`src/rtl/qspi_apb_sequencer.sv`:
```
// qspi_apb_sequencer: APB master that runs one direct-mode QSPI frame per request (frame write, busy poll, done poll, optional readback).
// Latency: every APB access is 2 cycles plus slave wait states; rsp_valid follows the last access by one cycle (illegal mode: next cycle).
// Backpressure: req_ready is low from the cycle after a handshake until the cycle after rsp_valid; responses cannot be stalled.
// Ports: PCLK / PRESETn        clock and asynchronous active-low reset
//        req_*                 request handshake plus frame fields (direction, mode, cycle count, payload)
//        rsp_*                 one-cycle response pulse with status and read data
//        PADDR..PWDATA, PRDATA, PREADY   APB master towards the QSPI slave
module qspi_apb_sequencer #(
  parameter logic [31:0] CFG_INIT = 32'h0000_0000,
  parameter logic [7:0]  POLL_MAX = 8'd255
) (
  input  logic        PCLK,
  input  logic        PRESETn,
  input  logic        req_valid,
  output logic        req_ready,
  input  logic        req_write,
  input  logic [1:0]  req_mode,
  input  logic [3:0]  req_cycles,
  input  logic [15:0] req_wdata,
  output logic        rsp_valid,
  output logic [1:0]  rsp_status,
  output logic [15:0] rsp_rdata,
  output logic [4:0]  PADDR,
  output logic        PSEL,
  output logic        PENABLE,
  output logic        PWRITE,
  output logic [31:0] PWDATA,
  input  logic [31:0] PRDATA,
  input  logic        PREADY
);

  typedef enum logic [2:0] {
    CFG, IDLE, WFRAME, POLL_BUSY, POLL_DONE, RDATA, RESP
  } state_t;

  localparam logic [4:0] ADDR_CFG   = 5'h00;
  localparam logic [4:0] ADDR_FRAME = 5'h04;
  localparam logic [4:0] ADDR_STAT  = 5'h08;

  localparam logic [1:0] ST_OK       = 2'b00;
  localparam logic [1:0] ST_BUSY_TO  = 2'b01;
  localparam logic [1:0] ST_DONE_TO  = 2'b10;
  localparam logic [1:0] ST_ILLEGAL  = 2'b11;

  state_t      state_q;
  logic        req_ready_q;
  logic        rsp_valid_q;
  logic [1:0]  rsp_status_q;
  logic [15:0] rsp_rdata_q;
  logic [4:0]  paddr_q;
  logic        psel_q;
  logic        penable_q;
  logic        pwrite_q;
  logic [31:0] pwdata_q;
  logic        write_q;
  logic [7:0]  poll_cnt_q;

  logic [31:0] frame_d;
  logic        access_done_d;
  logic        poll_last_d;
  logic        unused_prdata;

  assign req_ready  = req_ready_q;
  assign rsp_valid  = rsp_valid_q;
  assign rsp_status = rsp_status_q;
  assign rsp_rdata  = rsp_rdata_q;
  assign PADDR      = paddr_q;
  assign PSEL       = psel_q;
  assign PENABLE    = penable_q;
  assign PWRITE     = pwrite_q;
  assign PWDATA     = pwdata_q;

  // Upper half of the status/data word carries nothing this block needs.
  assign unused_prdata = ^PRDATA[31:16];

  always_comb begin
    // Bit 31 is the engine's read flag; reads clock out all-ones on the data lines.
    frame_d       = {~req_write, 1'b0, req_mode, 8'h00, req_cycles,
                     req_write ? req_wdata : 16'hFFFF};
    access_done_d = psel_q & penable_q & PREADY;
    // poll_cnt_q counts completed polls before the current one.
    poll_last_d   = (poll_cnt_q == POLL_MAX - 8'd1);
  end

  always_ff @(posedge PCLK or negedge PRESETn) begin
    if (!PRESETn) begin
      state_q      <= CFG;
      req_ready_q  <= 1'b0;
      rsp_valid_q  <= 1'b0;
      rsp_status_q <= 2'b00;
      rsp_rdata_q  <= 16'h0000;
      paddr_q      <= 5'h00;
      psel_q       <= 1'b0;
      penable_q    <= 1'b0;
      pwrite_q     <= 1'b0;
      pwdata_q     <= 32'h0;
      write_q      <= 1'b0;
      poll_cnt_q   <= 8'h00;
    end else begin
      case (state_q)
        CFG: begin
          if (!psel_q) begin
            psel_q    <= 1'b1;
            penable_q <= 1'b0;
            paddr_q   <= ADDR_CFG;
            pwrite_q  <= 1'b1;
            pwdata_q  <= CFG_INIT;
          end else if (!penable_q) begin
            penable_q <= 1'b1;
          end else if (access_done_d) begin
            psel_q      <= 1'b0;
            penable_q   <= 1'b0;
            paddr_q     <= 5'h00;
            pwrite_q    <= 1'b0;
            pwdata_q    <= 32'h0;
            req_ready_q <= 1'b1;
            state_q     <= IDLE;
          end
        end

        IDLE: begin
          if (req_valid) begin
            req_ready_q <= 1'b0;
            write_q     <= req_write;
            if (req_mode == 2'b11) begin
              rsp_valid_q  <= 1'b1;
              rsp_status_q <= ST_ILLEGAL;
              rsp_rdata_q  <= 16'h0000;
              state_q      <= RESP;
            end else begin
              // Frame write SETUP is issued directly from the handshake cycle.
              psel_q    <= 1'b1;
              penable_q <= 1'b0;
              paddr_q   <= ADDR_FRAME;
              pwrite_q  <= 1'b1;
              pwdata_q  <= frame_d;
              state_q   <= WFRAME;
            end
          end
        end

        WFRAME: begin
          if (!penable_q) begin
            penable_q <= 1'b1;
          end else if (access_done_d) begin
            penable_q  <= 1'b0;
            paddr_q    <= ADDR_STAT;
            pwrite_q   <= 1'b0;
            pwdata_q   <= 32'h0;
            poll_cnt_q <= 8'h00;
            state_q    <= POLL_BUSY;
          end
        end

        POLL_BUSY: begin
          if (!penable_q) begin
            penable_q <= 1'b1;
          end else if (access_done_d) begin
            // Ending ACCESS with PSEL still high makes the next cycle a SETUP.
            penable_q <= 1'b0;
            if (!PRDATA[1]) begin
              poll_cnt_q <= 8'h00;
              state_q    <= POLL_DONE;
            end else if (poll_last_d) begin
              psel_q       <= 1'b0;
              paddr_q      <= 5'h00;
              rsp_valid_q  <= 1'b1;
              rsp_status_q <= ST_BUSY_TO;
              rsp_rdata_q  <= 16'h0000;
              state_q      <= RESP;
            end else begin
              poll_cnt_q <= poll_cnt_q + 8'd1;
            end
          end
        end

        POLL_DONE: begin
          if (!penable_q) begin
            penable_q <= 1'b1;
          end else if (access_done_d) begin
            penable_q <= 1'b0;
            if (PRDATA[1]) begin
              if (write_q) begin
                psel_q       <= 1'b0;
                paddr_q      <= 5'h00;
                rsp_valid_q  <= 1'b1;
                rsp_status_q <= ST_OK;
                rsp_rdata_q  <= 16'h0000;
                state_q      <= RESP;
              end else begin
                paddr_q <= ADDR_FRAME;
                state_q <= RDATA;
              end
            end else if (poll_last_d) begin
              psel_q       <= 1'b0;
              paddr_q      <= 5'h00;
              rsp_valid_q  <= 1'b1;
              rsp_status_q <= ST_DONE_TO;
              rsp_rdata_q  <= 16'h0000;
              state_q      <= RESP;
            end else begin
              poll_cnt_q <= poll_cnt_q + 8'd1;
            end
          end
        end

        RDATA: begin
          if (!penable_q) begin
            penable_q <= 1'b1;
          end else if (access_done_d) begin
            psel_q       <= 1'b0;
            penable_q    <= 1'b0;
            paddr_q      <= 5'h00;
            rsp_valid_q  <= 1'b1;
            rsp_status_q <= ST_OK;
            rsp_rdata_q  <= PRDATA[15:0];
            state_q      <= RESP;
          end
        end

        RESP: begin
          // Response fields are only meaningful alongside the pulse.
          rsp_valid_q  <= 1'b0;
          rsp_status_q <= 2'b00;
          rsp_rdata_q  <= 16'h0000;
          req_ready_q  <= 1'b1;
          state_q      <= IDLE;
        end

        default: begin
          psel_q    <= 1'b0;
          penable_q <= 1'b0;
          state_q   <= CFG;
        end
      endcase
    end
  end

endmodule

```
`config.mk`:
```
export PLATFORM = sky130hd
export DESIGN_NAME = qspi_apb_sequencer
export DESIGN_NICKNAME = d
export VERILOG_FILES = /design/src/rtl/qspi_apb_sequencer.sv
export SDC_FILE = /design/constraint.sdc
export NUM_CORES = 1
export LEC_CHECK = 0
export CAP_MARGIN = 20
export CORE_MARGIN = 2
export CORE_UTILIZATION = 40
export CTS_CLUSTER_SIZE = 25
export DETAILED_ROUTE_END_ITERATION = 7
export PLACE_DENSITY = 0.72
export SLEW_MARGIN = 20
export SYNTH_ARGS = -nofsm -noshare
export SYNTH_HDL_FRONTEND = slang
export SYNTH_SLANG_ARGS = --single-unit
```
`constraint.sdc`:
```
create_clock -name PCLK -period 3.2 [get_ports PCLK]
set_clock_uncertainty 0.15 [all_clocks]
set_input_delay 0.48 -clock PCLK [delete_from_list [all_inputs] [get_ports PCLK]]
set_output_delay 0.48 -clock PCLK [all_outputs]
set_load 0.01 [all_outputs]
```
==> metrics.txt <==
result of the run=finished, final reports clean; Relative slew margins=40.9%; number of diodes added for antenna fixing=0; WP data required=between 3000 and 4000 ps; I/O pin total=around 120; area of the die=between 0.009 and 0.01 sq mm; fraction of synthesized cell area in xor and xnor cells=0%; root buffer selected by CTS=sky130_fd_sc_hd__clkbuf_8; vertical die dimension=approximately 97 microns; length of the first detailed-routing pass in iterations=4; post-CTS clock slew at the launch and capture registers of the worst setup and hold paths=approximately 80 ps; share of final-layout standard cells stronger than drive strength 1=about an eighth; portion of the post-synthesis area used by sequential elements=52.6%; startpoint type of the worst setup path=input port; number of placed instances, taps included=approximately 520; Post-Route Hold Slack=roughly 110 ps; static leakage power=approximately 2 nW; setup repair after global routing missed its margin=false; critical path peak fanout=19; number of flip-flops and latches in the synthesized netlist=around 70; portion of the clock cycle consumed by the worst path in the final layout=just under 90%; compound-cell area share of the yosys netlist=between 20% and 30%; effective utilization at floorplan=41.5%; mux cell area share after synthesis=0.657%; time the worst path needs with I/O delays and setup=between 2000 and 3000 ps; initial antenna violation count=0; hold violation count in the final report=0; number of synthesized flops with an enable pin=0; final setup slack of the worst path=359 ps; vias after detailed routing=~3,000; area overhead of the layout relative to synthesis=38.9%; weighted congestion reported at the end of routability-driven placement=~0.94; simple-gate portion of the synthesized area=between 10% and 20%; number of nets produced by synthesis=a little under 400; violation count after the first detailed-route iteration=a little under 200; clock latency at the later pin of the worst-skew pair=roughly 340 ps; remaining antenna violation count after routing=0; via count of the first global-routing pass=just under 3,000; die width=just under 100 microns; count of port buffers added during placement=approximately 100; CP Data Arrival Time=2910 ps; number of distinct library cell variants in the gate-level netlist after synthesis=50; sum of negative setup slack=0 ps; Residual DRC=0; slew at the pin closest to its max-slew limit=886 ps; Critical Path Sink Type=register; global routing usage summed across all routing layers=about a fifth; Fmax=about 350 MHz; class of the tightest hold or removal check=in2async; Filler cells=746; combinational family with the most area after synthesis=compound AO/OA/AOI/OAI gates; final slew viol count=0; netlist area before placement=about 0.0034 sq mm; post-route insts no fill=roughly 540; Final setup violation count=0; Top FF cell, synth=sky130_fd_sc_hd__dfrtp_1; largest net degree at the start of global routing=73; Via density=approximately 5.5; Total Routed Length=about 8.5 mm; synthesized instance count=between 300 and 400; FFs w/ async S/R, synth=100%; level count of the clock H-tree=3; worst setup slack after placement=-1.34 ps; peak ir drop on the vdd network=401 uV; area inside the core boundary=between 0.008 and 0.009 sq mm; HPWL reported at the end of detailed placement=between 5 and 6 mm; first-pass GRT wire length=13.7 mm; clock sink count=72; syn avg cell area=about 11 sq um; critical path class=in2reg; number of hold-repair buffers added at the cts stage=0; nets=493; clock tree from TritonCTS=built; routed wirelength normalized by instance count=about 16 microns; CTS buffer count=9; yosys warns=0; post-cts resize count=0; Total Power=roughly 3.7 mW; clock buffer depth=2; max-capacitance violation count=0; remaining global-route overflow=0; Power per Cell Area=786 mW/mm^2; arithmetic-cell share of the synthesized area counting full adders, half adders and majority gates=approximately 1.8%; Post-CTS Setup Bufs=0; number of rows in the core area=33
-- critical path, stage by stage --
cell and delay (ps):
sky130_fd_sc_hd__clkdlybuf4s50_1 430, sky130_fd_sc_hd__or4b_2 680, sky130_fd_sc_hd__a2bb2oi_1 300, sky130_fd_sc_hd__a211o_1 620, sky130_fd_sc_hd__mux2_2 400
-- report_power, final --
part / internal (mW) / switching, mW / total, mW / leakage [nW]
Clock: 0.295 / 0.382 / 0.676 / 0.0848
Sequential: 1.14 / 0.178 / 1.32 / 0.968
Combinational: 0.869 / 0.875 / 1.74 / 1.00
Total: 2.30 / 1.43 / 3.74 / 2.06
-- synth_stat cells (2+ instances only) --
| cell | number | area (sq um) |
|---|---|---|
| sky130_fd_sc_hd__and3_1 | 2 | 12.5 |
| sky130_fd_sc_hd__inv_1 | 10 | 37.5 |
| sky130_fd_sc_hd__nor3_1 | 3 | 15.0 |
| sky130_fd_sc_hd__a21oi_1 | 24 | 120 |
| sky130_fd_sc_hd__o31ai_1 | 4 | 30.0 |
| sky130_fd_sc_hd__mux2_2 | 2 | 22.5 |
| sky130_fd_sc_hd__nand2_1 | 18 | 67.6 |
| sky130_fd_sc_hd__clkbuf_1 | 10 | 37.5 |
| sky130_fd_sc_hd__o21ai_0 | 44 | 220 |
| sky130_fd_sc_hd__nor2b_1 | 3 | 18.8 |
| sky130_fd_sc_hd__o211ai_1 | 2 | 15.0 |
| sky130_fd_sc_hd__and2_1 | 13 | 81.3 |
| sky130_fd_sc_hd__a32o_1 | 2 | 20.0 |
| sky130_fd_sc_hd__a221o_1 | 2 | 20.0 |
| sky130_fd_sc_hd__o41ai_1 | 2 | 17.5 |
| sky130_fd_sc_hd__buf_6 | 3 | 33.8 |
| sky130_fd_sc_hd__buf_2 | 7 | 35.0 |
| sky130_fd_sc_hd__nand3b_1 | 4 | 30.0 |
| sky130_fd_sc_hd__nor2_1 | 11 | 41.3 |
| sky130_fd_sc_hd__ha_1 | 5 | 62.6 |
| sky130_fd_sc_hd__a21bo_2 | 17 | 170 |
| sky130_fd_sc_hd__nand2b_1 | 3 | 18.8 |
| sky130_fd_sc_hd__nand3_1 | 7 | 35.0 |
| sky130_fd_sc_hd__a22o_1 | 28 | 245 |
| sky130_fd_sc_hd__dfrtp_1 | 72 | 1800 |
-- registers in the layout (all words and copies together) (netlist names) --
name,flops
PENABLE,1
rsp_valid,1
PSEL,1
PWRITE,1
rsp_rdata,16
PWDATA,32
rsp_status,2
req_ready,1
poll_cnt_q,8
PADDR,5
state_q,3
write_q,1
-- per-stage QoR --
stage / utilization, % / instance area [sq um]
finish: 57.6 / 4760
global placement: 55.4 / 4570
CTS: 57.6 / 4760
global route: 57.6 / 4760
floorplan: - / 3430
detailed placement: 55.4 / 4570
-- per-layer routing --
layer	GRT usage [%]	vias to the layer above	wire length [microns]
met2	29.9	115	3850
met1	24.5	1424	3760
li1	-	1396	-
met5	1.19	-	0
met3	5.43	13	743
met4	8.80	0	136
-- worst paths after layout --
path,startpoint,end,slack [ps],cells after the start
setup / recovery,PRDATA[1],rsp_status[0],360,5
hold / removal,PRESETn,PADDR[1],110,1
setup reg to reg,state_q[0],rsp_status[0],460,4
hold reg to reg,PADDR[4],PADDR[4],340,1
max in group asynchronous,PRESETn,write_q,2220,1
min in group PCLK,PADDR[4],PADDR[4],340,1
-- area by class of cell --
cell class / count / area (sq um) / area share, %
sequential: 72 / 1800 / 37.9
inverter: 10 / 37.5 / 0.789
multi-input combinational: 218 / 1460 / 30.8
tap: 105 / 131 / 2.76
timing repair buffer: 118 / 1140 / 23.9
clock inverter: 7 / 60.1 / 1.26
clock buffer: 9 / 124 / 2.60
-- kinds of logic (layout without fill, tap and decap cells) --
logic type | Yosys count | after routing
simple gates | 76 | 76
buf+inv | 33 | 144
flops | 72 | 72
compound gates | 135 | 135
fa+ha+maj | 5 | 5
mux | 2 | 2
-- cells in the final DEF (no fill, tap or decap), types with 2 or more instances in the layout --
cell | synthesis | layout
sky130_fd_sc_hd__clkdlybuf4s50_1 | 0 | 101
sky130_fd_sc_hd__dfrtp_1 | 72 | 72
sky130_fd_sc_hd__o21ai_0 | 44 | 44
sky130_fd_sc_hd__a22o_1 | 28 | 28
sky130_fd_sc_hd__a21oi_1 | 24 | 24
sky130_fd_sc_hd__nand2_1 | 18 | 18
sky130_fd_sc_hd__a21bo_2 | 17 | 17
sky130_fd_sc_hd__buf_4 | 1 | 17
sky130_fd_sc_hd__and2_1 | 13 | 13
sky130_fd_sc_hd__nor2_1 | 11 | 11
sky130_fd_sc_hd__inv_1 | 10 | 10
sky130_fd_sc_hd__clkbuf_8 | 0 | 9
sky130_fd_sc_hd__nand3_1 | 7 | 7
sky130_fd_sc_hd__ha_1 | 5 | 5
sky130_fd_sc_hd__nand3b_1 | 4 | 4
sky130_fd_sc_hd__o31ai_1 | 4 | 4
sky130_fd_sc_hd__nand2b_1 | 3 | 3
sky130_fd_sc_hd__nor2b_1 | 3 | 3
sky130_fd_sc_hd__nor3_1 | 3 | 3
sky130_fd_sc_hd__clkinvlp_4 | 0 | 3
sky130_fd_sc_hd__inv_6 | 0 | 3
sky130_fd_sc_hd__and3_1 | 2 | 2
sky130_fd_sc_hd__a221o_1 | 2 | 2
sky130_fd_sc_hd__a32o_1 | 2 | 2
sky130_fd_sc_hd__o211ai_1 | 2 | 2
sky130_fd_sc_hd__o41ai_1 | 2 | 2
sky130_fd_sc_hd__mux2_2 | 2 | 2
Power figures use the tool's default switching activity.
